<file path="src/rtl/mem_ctrl_pkg.sv">
// Shared definitions for the memory controller: RISC-V load/store size codes (funct3).
package mem_ctrl_pkg;

  localparam logic [2:0] LB3  = 3'b000;
  localparam logic [2:0] LH3  = 3'b001;
  localparam logic [2:0] LW3  = 3'b010;
  localparam logic [2:0] LBU3 = 3'b100;
  localparam logic [2:0] LHU3 = 3'b101;
  localparam logic [2:0] SB3  = 3'b000;
  localparam logic [2:0] SH3  = 3'b001;
  localparam logic [2:0] SW3  = 3'b010;

endpackage

</file>
<file path="src/rtl/mem_lane.sv">
// Combinational lane logic: legality checks, store byte-enable/data positioning,
// and load byte/halfword extraction with sign or zero extension.
module mem_lane
  import mem_ctrl_pkg::*;
#(
  parameter int unsigned RAM_ADDR_BITS = 20
) (
  input  logic        we_i,
  input  logic [2:0]  funct3_i,
  input  logic [31:0] addr_i,
  input  logic [31:0] wdata_i,
  input  logic [31:0] ram_rdata_i,
  output logic        err_o,
  output logic [3:0]  be_o,
  output logic [31:0] wdata_o,
  output logic [31:0] rdata_o
);

  // Highest legal byte address; 33 bits so RAM_ADDR_BITS up to 32 still fits.
  localparam logic [32:0] Limit = (33'd1 << RAM_ADDR_BITS) - 33'd4;

  logic [1:0]  off;
  logic [31:0] shifted;
  logic        oor;
  logic        bad_code;
  logic        misalign;

  always_comb begin
    off      = addr_i[1:0];
    shifted  = ram_rdata_i >> {off, 3'b000};
    oor      = {1'b0, addr_i} > Limit;
    bad_code = 1'b0;
    misalign = 1'b0;
    case (funct3_i)
      LB3:     bad_code = 1'b0;
      LH3:     misalign = off[0];
      LW3:     misalign = (off != 2'b00);
      LBU3:    bad_code = we_i;
      LHU3:    begin
        bad_code = we_i;
        misalign = off[0];
      end
      default: bad_code = 1'b1;
    endcase
    err_o = bad_code | misalign | oor;

    be_o    = '0;
    wdata_o = '0;
    rdata_o = '0;
    if (!err_o) begin
      case (funct3_i[1:0])
        2'b00:   be_o = 4'b0001 << off;
        2'b01:   be_o = 4'b0011 << off;
        default: be_o = 4'b1111;
      endcase
      if (we_i) begin
        // Narrow store data is replicated; byte enables pick the live lane.
        case (funct3_i)
          SB3:     wdata_o = {4{wdata_i[7:0]}};
          SH3:     wdata_o = {2{wdata_i[15:0]}};
          default: wdata_o = wdata_i;
        endcase
      end else begin
        case (funct3_i)
          LB3:     rdata_o = {{24{shifted[7]}}, shifted[7:0]};
          LH3:     rdata_o = {{16{shifted[15]}}, shifted[15:0]};
          LBU3:    rdata_o = {24'd0, shifted[7:0]};
          LHU3:    rdata_o = {16'd0, shifted[15:0]};
          default: rdata_o = ram_rdata_i;
        endcase
      end
    end
  end

endmodule

</file>
<file path="src/rtl/mem_ctrl.sv">
// Two-port (fetch/data) memory controller: round-robin arbitration in IDLE,
// one RAM access cycle, then a one-cycle ack. Sustained rate one access per 3 cycles.
module mem_ctrl
  import mem_ctrl_pkg::*;
#(
  parameter int unsigned RAM_ADDR_BITS = 20
) (
  input  logic        clk,
  input  logic        reset,
  input  logic        if_req,
  input  logic [31:0] if_addr,
  output logic        if_ack,
  output logic [31:0] if_rdata,
  output logic        if_err,
  input  logic        d_req,
  input  logic        d_we,
  input  logic [2:0]  d_funct3,
  input  logic [31:0] d_addr,
  input  logic [31:0] d_wdata,
  output logic        d_ack,
  output logic [31:0] d_rdata,
  output logic        d_err,
  output logic [31:0] ram_addr,
  output logic        ram_we,
  output logic [3:0]  ram_be,
  output logic [31:0] ram_wdata,
  input  logic [31:0] ram_rdata
);

  typedef enum logic [1:0] {StIdle, StAccess, StResp} state_e;

  state_e      state_q;
  logic        last_d_q;
  logic        gnt_d_q;
  logic [31:0] addr_q;
  logic        we_q;
  logic [2:0]  f3_q;
  logic [31:0] wdata_q;

  logic        if_ack_q, d_ack_q, if_err_q, d_err_q;
  logic [31:0] if_rdata_q, d_rdata_q;
  logic [31:0] ram_addr_q, ram_wdata_q;
  logic        ram_we_q;
  logic [3:0]  ram_be_q;

  logic        pick_d;
  logic [31:0] in_addr, in_wdata;
  logic        in_we;
  logic [2:0]  in_f3;
  logic        lane_we;
  logic [2:0]  lane_f3;
  logic [31:0] lane_addr, lane_wdata_in;
  logic        lane_err;
  logic [3:0]  lane_be;
  logic [31:0] lane_wdata, lane_rdata;

  // A fetch is checked exactly like an LW load.
  always_comb begin
    pick_d   = d_req & (~if_req | ~last_d_q);
    in_addr  = pick_d ? d_addr : if_addr;
    in_we    = pick_d & d_we;
    in_f3    = pick_d ? d_funct3 : LW3;
    in_wdata = pick_d ? d_wdata : 32'd0;
    if (state_q == StIdle) begin
      lane_we       = in_we;
      lane_f3       = in_f3;
      lane_addr     = in_addr;
      lane_wdata_in = in_wdata;
    end else begin
      lane_we       = we_q;
      lane_f3       = f3_q;
      lane_addr     = addr_q;
      lane_wdata_in = wdata_q;
    end
  end

  mem_lane #(
    .RAM_ADDR_BITS (RAM_ADDR_BITS)
  ) u_lane (
    .we_i        (lane_we),
    .funct3_i    (lane_f3),
    .addr_i      (lane_addr),
    .wdata_i     (lane_wdata_in),
    .ram_rdata_i (ram_rdata),
    .err_o       (lane_err),
    .be_o        (lane_be),
    .wdata_o     (lane_wdata),
    .rdata_o     (lane_rdata)
  );

  always_ff @(posedge clk) begin
    if (!reset) begin
      state_q     <= StIdle;
      last_d_q    <= 1'b0;
      gnt_d_q     <= 1'b0;
      addr_q      <= '0;
      we_q        <= 1'b0;
      f3_q        <= '0;
      wdata_q     <= '0;
      if_ack_q    <= 1'b0;
      d_ack_q     <= 1'b0;
      if_err_q    <= 1'b0;
      d_err_q     <= 1'b0;
      if_rdata_q  <= '0;
      d_rdata_q   <= '0;
      ram_addr_q  <= '0;
      ram_we_q    <= 1'b0;
      ram_be_q    <= '0;
      ram_wdata_q <= '0;
    end else begin
      case (state_q)
        StIdle: begin
          if (if_req | d_req) begin
            state_q     <= StAccess;
            gnt_d_q     <= pick_d;
            last_d_q    <= pick_d;
            addr_q      <= in_addr;
            we_q        <= in_we;
            f3_q        <= in_f3;
            wdata_q     <= in_wdata;
            ram_addr_q  <= {in_addr[31:2], 2'b00};
            ram_we_q    <= in_we & ~lane_err;
            ram_be_q    <= lane_be;
            ram_wdata_q <= lane_wdata;
          end
        end
        StAccess: begin
          state_q     <= StResp;
          ram_addr_q  <= '0;
          ram_we_q    <= 1'b0;
          ram_be_q    <= '0;
          ram_wdata_q <= '0;
          if (gnt_d_q) begin
            d_ack_q   <= 1'b1;
            d_err_q   <= lane_err;
            d_rdata_q <= lane_rdata;
          end else begin
            if_ack_q   <= 1'b1;
            if_err_q   <= lane_err;
            if_rdata_q <= lane_rdata;
          end
        end
        default: begin
          state_q    <= StIdle;
          if_ack_q   <= 1'b0;
          d_ack_q    <= 1'b0;
          if_err_q   <= 1'b0;
          d_err_q    <= 1'b0;
          if_rdata_q <= '0;
          d_rdata_q  <= '0;
        end
      endcase
    end
  end

  assign if_ack    = if_ack_q;
  assign if_err    = if_err_q;
  assign if_rdata  = if_rdata_q;
  assign d_ack     = d_ack_q;
  assign d_err     = d_err_q;
  assign d_rdata   = d_rdata_q;
  assign ram_addr  = ram_addr_q;
  assign ram_be    = ram_be_q;
  assign ram_wdata = ram_wdata_q;
  // Reset falling during ACCESS must suppress the write at the closing edge.
  assign ram_we    = ram_we_q & reset;

endmodule

</file>
<file path="config.mk">
export PLATFORM = sky130hd
export DESIGN_NAME = mem_ctrl
export DESIGN_NICKNAME = d
export VERILOG_FILES = /design/src/rtl/mem_ctrl_pkg.sv /design/src/rtl/mem_lane.sv /design/src/rtl/mem_ctrl.sv
export SDC_FILE = /design/constraint.sdc
export NUM_CORES = 1
export LEC_CHECK = 0
export BUFFER_PORTS_ARGS = -buffer_cell sky130_fd_sc_hd__clkbuf_2
export CORE_MARGIN = 5
export CORE_UTILIZATION = 45
export DETAILED_ROUTE_END_ITERATION = 10
export GPL_ROUTABILITY_DRIVEN = 0
export PLACE_DENSITY = 0.74
export SETUP_SLACK_MARGIN = 0.2
export SLEW_MARGIN = 0
export SYNTH_ARGS = -nofsm -noshare
export SYNTH_HDL_FRONTEND = slang
export SYNTH_SLANG_ARGS = --single-unit
</file>
<file path="constraint.sdc">
create_clock -name clk -period 4.3 [get_ports clk]
set_clock_uncertainty 0.05 [all_clocks]
set_input_delay 0 -clock clk [delete_from_list [all_inputs] [get_ports clk]]
set_output_delay 0 -clock clk [all_outputs]
set_load 0.02 [all_outputs]
</file>
-- Word-level counts from Yosys, hierarchy flattened
Index checks and enable logic that the tools add are counted.
W data, S select, Z words.
- bits of input ports: 136
- bits in registers: 176
- output and inout bits: 137
- logic and storage cells: 90
- bitwise operators: 12
- muxes and demuxes: 38
- magnitude comparators: 1
- reduce and logical (&&, ||, !) cells: 12
- equal/unequal tests: 9
- shift operators: 3
- operators with widths (operator ; count):
    $mux W32 ; 11
    $pmux W32 S2 ; 5
    $pmux W32 S4 ; 1
    $gt A32 B20 Y1 const B ; 1
    $shr A32 B5 Y16 ; 1
    $pmux W4 S2 ; 2
    $pmux W1 S2 ; 7
    $mux W4 ; 2
    $reduce_and A2 Y1 ; 4
    $eq A3 B3 Y1 const B ; 2
    $mux W1 ; 6
    $mux W3 ; 2
    $and A1 B1 Y1 ; 4
    $eq A2 B1 Y1 const B ; 2
    $logic_not A2 Y1 ; 2
    $ne A2 B2 Y1 const B ; 2
    $not A1 Y1 ; 4
    $or A1 B1 Y1 ; 4
    $pmux W2 S2 ; 1
    $reduce_bool A2 Y1 ; 2
    $reduce_or A2 Y1 ; 2
    $shl A1 B2 Y4 const A ; 1
    $shl A2 B2 Y4 const A ; 1
    $eq A3 B1 Y1 const B ; 1
    5 further kinds ; 5

-- Longest topological paths before layout
- depth after elaboration: 14
- depth in mapped cells: 11

-- By module
A second synthesis with hierarchy kept.
- cells, all modules: 1103
- area total of the unflattened synthesis: 9496.6 µm²
- modules (own cells, without submodules) (module ; area each (µm²) ; times used ; cells an instance):
    mem_ctrl ; 7880.1 ; 1 ; 857
    mem_lane ; 1616.6 ; 1 ; 246

-- Worst setup path before layout
Ideal clock, no wire load.
- kind: reg2reg
- start point: reg state_q[0]
- end point: reg ram_wdata_q[0] (netlist: ram_wdata[0])
- cell stages (with the launch flop): 10
- data arrival time: 2.201 ns
- required time: 4.133 ns
- path buffers: 3
- slack: 1.932 ns
- cells stage by stage: dfxtp_1 -> buf_2 -> or3b_1 -> o32a_4 -> a32oi_1 -> a211oi_4 -> buf_6 -> and4_1 -> buf_4 -> a22o_1
- longest elaborated chain between the ends: 10
- elaborated cells between the ends (all ways): 26
- classes of those cells: 1 x order compare; 6 x eq/ne; 9 x mux; 2 x bitwise; 8 x reduce/logical
- RTL lines (element ; RTL line ; RTL):
    start, declared ; mem_ctrl.sv:32 ; state_e state_q;
    start signal, assigned ; mem_ctrl.sv:93 ; state_q <= StIdle;
    start signal, assigned ; mem_ctrl.sv:114 ; state_q <= StAccess;
    start signal, assigned ; mem_ctrl.sv:128 ; state_q <= StResp;
    branches (longest 10 deep; another with $gt A32 B20 Y1) ; n/a ;
    end signal, assigned ; mem_ctrl.sv:124 ; ram_wdata_q <= lane_wdata;
    end, declared ; mem_ctrl.sv:42 ; logic [31:0] ram_addr_q, ram_wdata_q;
Several ways; the timed one is not identified. The select of a mux whose other input is x is not followed.
A chain may end at the register's enable or synchronous reset.

-- Worst setup path in the final report
- start point: in d_req
- end point: reg d_rdata_q[4] (netlist: d_rdata[4])
- longest elaborated chain between the ends: 11
- elaborated cells between the ends (all ways): 27
- classes of those cells: 1 x order compare; 4 x eq/ne; 1 x shift; 12 x mux; 4 x bitwise; 5 x reduce/logical
- RTL lines (element ; RTL line ; RTL):
    start, declared ; mem_ctrl.sv:15 ; input logic d_req,
    $and A1 B1 Y1 * ; mem_ctrl.sv:59 ; pick_d = d_req & (~if_req | ~last_d_q);
    branches (longest 7 deep; another with $gt A32 B20 Y1) ; n/a ;
    $mux W32 * ; mem_lane.sv:50 ; if (!err_o) begin
    $mux W32 * ; mem_ctrl.sv:133 ; if (gnt_d_q) begin
    $pmux W32 S2 * ; mem_ctrl.sv:111 ; case (state_q)
    end signal, assigned ; mem_ctrl.sv:136 ; d_rdata_q <= lane_rdata;
    end, declared ; mem_ctrl.sv:41 ; logic [31:0] if_rdata_q, d_rdata_q;
Every way passes the cells marked *. The select of a mux whose other input is x is not followed.

==> results.ini <==
[critical_path]
cp-end-kind = flip-flop
reg2reg_from = gnt_d_q
crit_required_ns = 4.59
rrSetupSlack_ns = 0.79
path_class = in -> reg
r2r-end = d_rdata[4]
critPathMostFrequentCell = dlygate4sd3_1
cp-startpoint = d_req
endpoint = d_rdata[4]
crit_path_top_delay_cell = nor3_2
crit_cells = 9
critPathArrivalTime_ns = 3.83
r2r_cells = 7
path_cells = dlygate4sd3_1 -> clkbuf_2 -> a21bo_2 -> a221o_1 -> nand2_1 -> nor3_2 -> a221oi_1 -> dlygate4sd3_1 -> o21ai_0
cp_top_family = compound AO/OA/AOI/OAI gates
max_stage_delay_ns = 0.65
critPathBufInv = 3
crit_fanout = 29
start_kind = primary input

[drt]
avgViaCountPerCell = 5.56
vias = 8496
first_pass_iters = 6
drtIter0Drc = 753
drc = 0
detail_route.wl_per_cell_um = 18.4
wirelength_um = 28100
postRouteAntennaNets = 0

[place]
portBuffers = 270
place_hpwl_um = 18200

[floorplan]
row_count = 47
dieArea_um2 = 19500
coreArea_um2 = 16500
initial_core_util = 0.458
io_pins = 273
die_height_um = 140
die_w_um = 140

[clock_network]
cts_tree = built
clkSlewWorstSetupHoldPaths_ns = 0.07
root_buffer = clkbuf_16
clk_latency_ns = 0.43
cts.sinks = 174
cts_buffer_depth = 2
postCtsSetupRepairBufs = 0
h-tree-depth = 4
cts_buffers = 17

[power_and_ir_drop]
pwr-share-comb = 0.220
p_sw_frac = 0.300
p_leak_nw = 5.08
power_mw = 4.20
p_sw_mw = 1.26
power_per_cell_area_nw_per_um2 = 376
pwr-share-seq = 0.411
p_clk_frac = 0.369
p_int_mw = 2.94
max-vdd-ir-drop_uv = 273

[cells_and_area]
fin_nets = 1428
fillers = 1341
drive_above_1_share = 0.269
areaGrowthSynthToFinish_pct = 47.6

[synth]
synthCells = 897
ys_async_sr_fraction = 0
synth_top_area_frac = 0.460
postSynthAreaPerCell_um2 = 8.43
synthesis.area_um2 = 7560
synthTopCellsByArea = dfxtp_1 (46%), nand2_1 (9.1%), a21oi_1 (5.6%)
yosysTopAreaCell = dfxtp_1
ys_types = 64
synth_flop_cell = dfxtp_1
ys_ff_latch = 174
synth_edf_count = 0
yosys_warnings = 0
ys_seq_area_frac = 0.460

[global_route]
grt_pass1_vias = 8331
grtUsageMet3 = 0.0786
grtUsageMet1 = 0.334
grt_pass1_wl_um = 43900
antenna_found_initial = 1
grt-busiest-layer = met2
met2_usage = 0.457
grt_max_degree = 66
grt.total_usage = 0.276
overflow = 0

[sta]
hold_violations = 0
post-route-period-util = 0.821
slew_headroom = 0.352
worst_slew_pin_slew_ns = 0.971
rsz0062_at_grt = false
slew_viol_final = 0
fin_setup_tns_ns = 0
fin_crit_ns = 3.53
setup_violations = 0
clock.fmax_ghz = 0.283

[worst_hold_path]
hold_path.class = in -> reg

[flow_run]
drv_cap = 0

[run_status]
outcome = complete, no violations

## layout by cell type, fill, tap and decap left out, drive strengths merged, types with 11 or more instances in the layout
cell type	instances
a21oi	85
a22oi	13
buf	15
clkbuf	287
dfxtp	174
dlygate4sd3	151
mux2i	25
nand2	184
nand3	17
nand4	14
nor2	48
nor2b	46
nor4	11
o211a	23
o21ai	98
## logic make-up (layout without fill, tap and decap cells)
kind of cell | after synthesis | in the layout | share of synthesized area
AND/OR/NAND/NOR | 350 | 350 | 0.219
AO/OA/AOI/OAI | 285 | 285 | 0.249
other | 1 | 5 | 0.000496
flip-flops | 174 | 174 | 0.460
multiplexers | 25 | 25 | 0.0331
buffers and inverters | 62 | 469 | 0.0377
## final cells by class
class | count | area (µm²) | area share
Tap cell | 220 | 275 | 0.0247
Antenna cell | 3 | 7.51 | 0.000672
Sequential cell | 174 | 3480 | 0.312
Clock buffer | 17 | 425 | 0.0381
Multi-Input combinational cell | 662 | 3840 | 0.344
Timing Repair Buffer | 436 | 2980 | 0.266
Clock inverter | 15 | 159 | 0.0142
Inverter | 1 | 3.75 | 0.000336
## tightest hold or removal path, delay by kind of cell
kind | cells | cell delay [ns]
simple gates | 1 | 0.06
compound gates | 2 | 0.28
buf+inv | 1 | 0.16
## metal layers
metal,part of all wire,up-vias
met5,0,-
met4,0.046,0
met3,0.080,113
met2,0.48,432
met1,0.40,3953
li1,-,3998
## timing repair
action,CTS,global route
gates resized for setup,0,0
endpoints found under the hold margin,162,0
hold buffers,151,0
## power groups by stage
stage / Clock [mW] / Sequential [mW] / Combinational (mW)
after floorplan: 0 / 1.79 / 0.443
after global placement: 0 / 1.76 / 0.726
after detailed placement: 0 / 1.76 / 0.733
after CTS: 1.57 / 1.73 / 0.891
after global routing: 1.64 / 1.73 / 0.985
final: 1.55 / 1.73 / 0.922
## synth_stat cells, types with 7 or more instances
cell and count:
a22o_1 8, nor4_1 11, o21ai_0 35, nand4_1 13
a21oi_1 85, nor2b_1 46, o21ai_2 10, buf_2 12
mux2i_1 25, a22oi_1 13, nand2_1 184, o22ai_1 9
o2bb2ai_1 7, o21ai_1 53, and2_1 7, a221oi_1 8
dfxtp_1 174, nor2_1 48, clkbuf_1 38, o211a_1 23
nand3_1 16
## metrics by stage
step	setup WS, ns	std cells	hold slack, ns	instance area (µm²)	utilization
finish	0.769	1528	0.0750	11200	0.676
global route	0.551	1526	0.0834	11200	0.675
CTS	0.891	1525	0.0555	11200	0.675
detailed placement	0.894	1342	0.222	9060	0.548
global placement	1.04	1342	0.212	9060	0.548
floorplan	1.93	898	0.0757	7570	-
## sequential cells by signal, summed over array words and instances (netlist names)
register	flops
addr_q	32
if_err	1
d_ack	1
if_ack	1
ram_wdata	32
f3_q	3
state_q	2
gnt_d_q	1
we_q	1
d_rdata	32
ram_we_q	1
ram_addr	30
d_err	1
ram_be	4
if_rdata	32
## worst min path at each step
stage	endpoint	slack (ns)	from	cells past startpoint
3_5_place_dp	ram_wdata[16]	0.22	d_wdata[16]	3
4_1_cts	f3_q[2]	0.06	if_req	4
5_1_grt	f3_q[2]	0.08	if_req	4
6_report	f3_q[2]	0.07	if_req	4
2_1_floorplan	ram_wdata[0]	0.08	d_wdata[0]	1
3_3_place_gp	ram_wdata[20]	0.21	d_wdata[20]	3
Note: power is estimated with default switching activity, not from simulation.
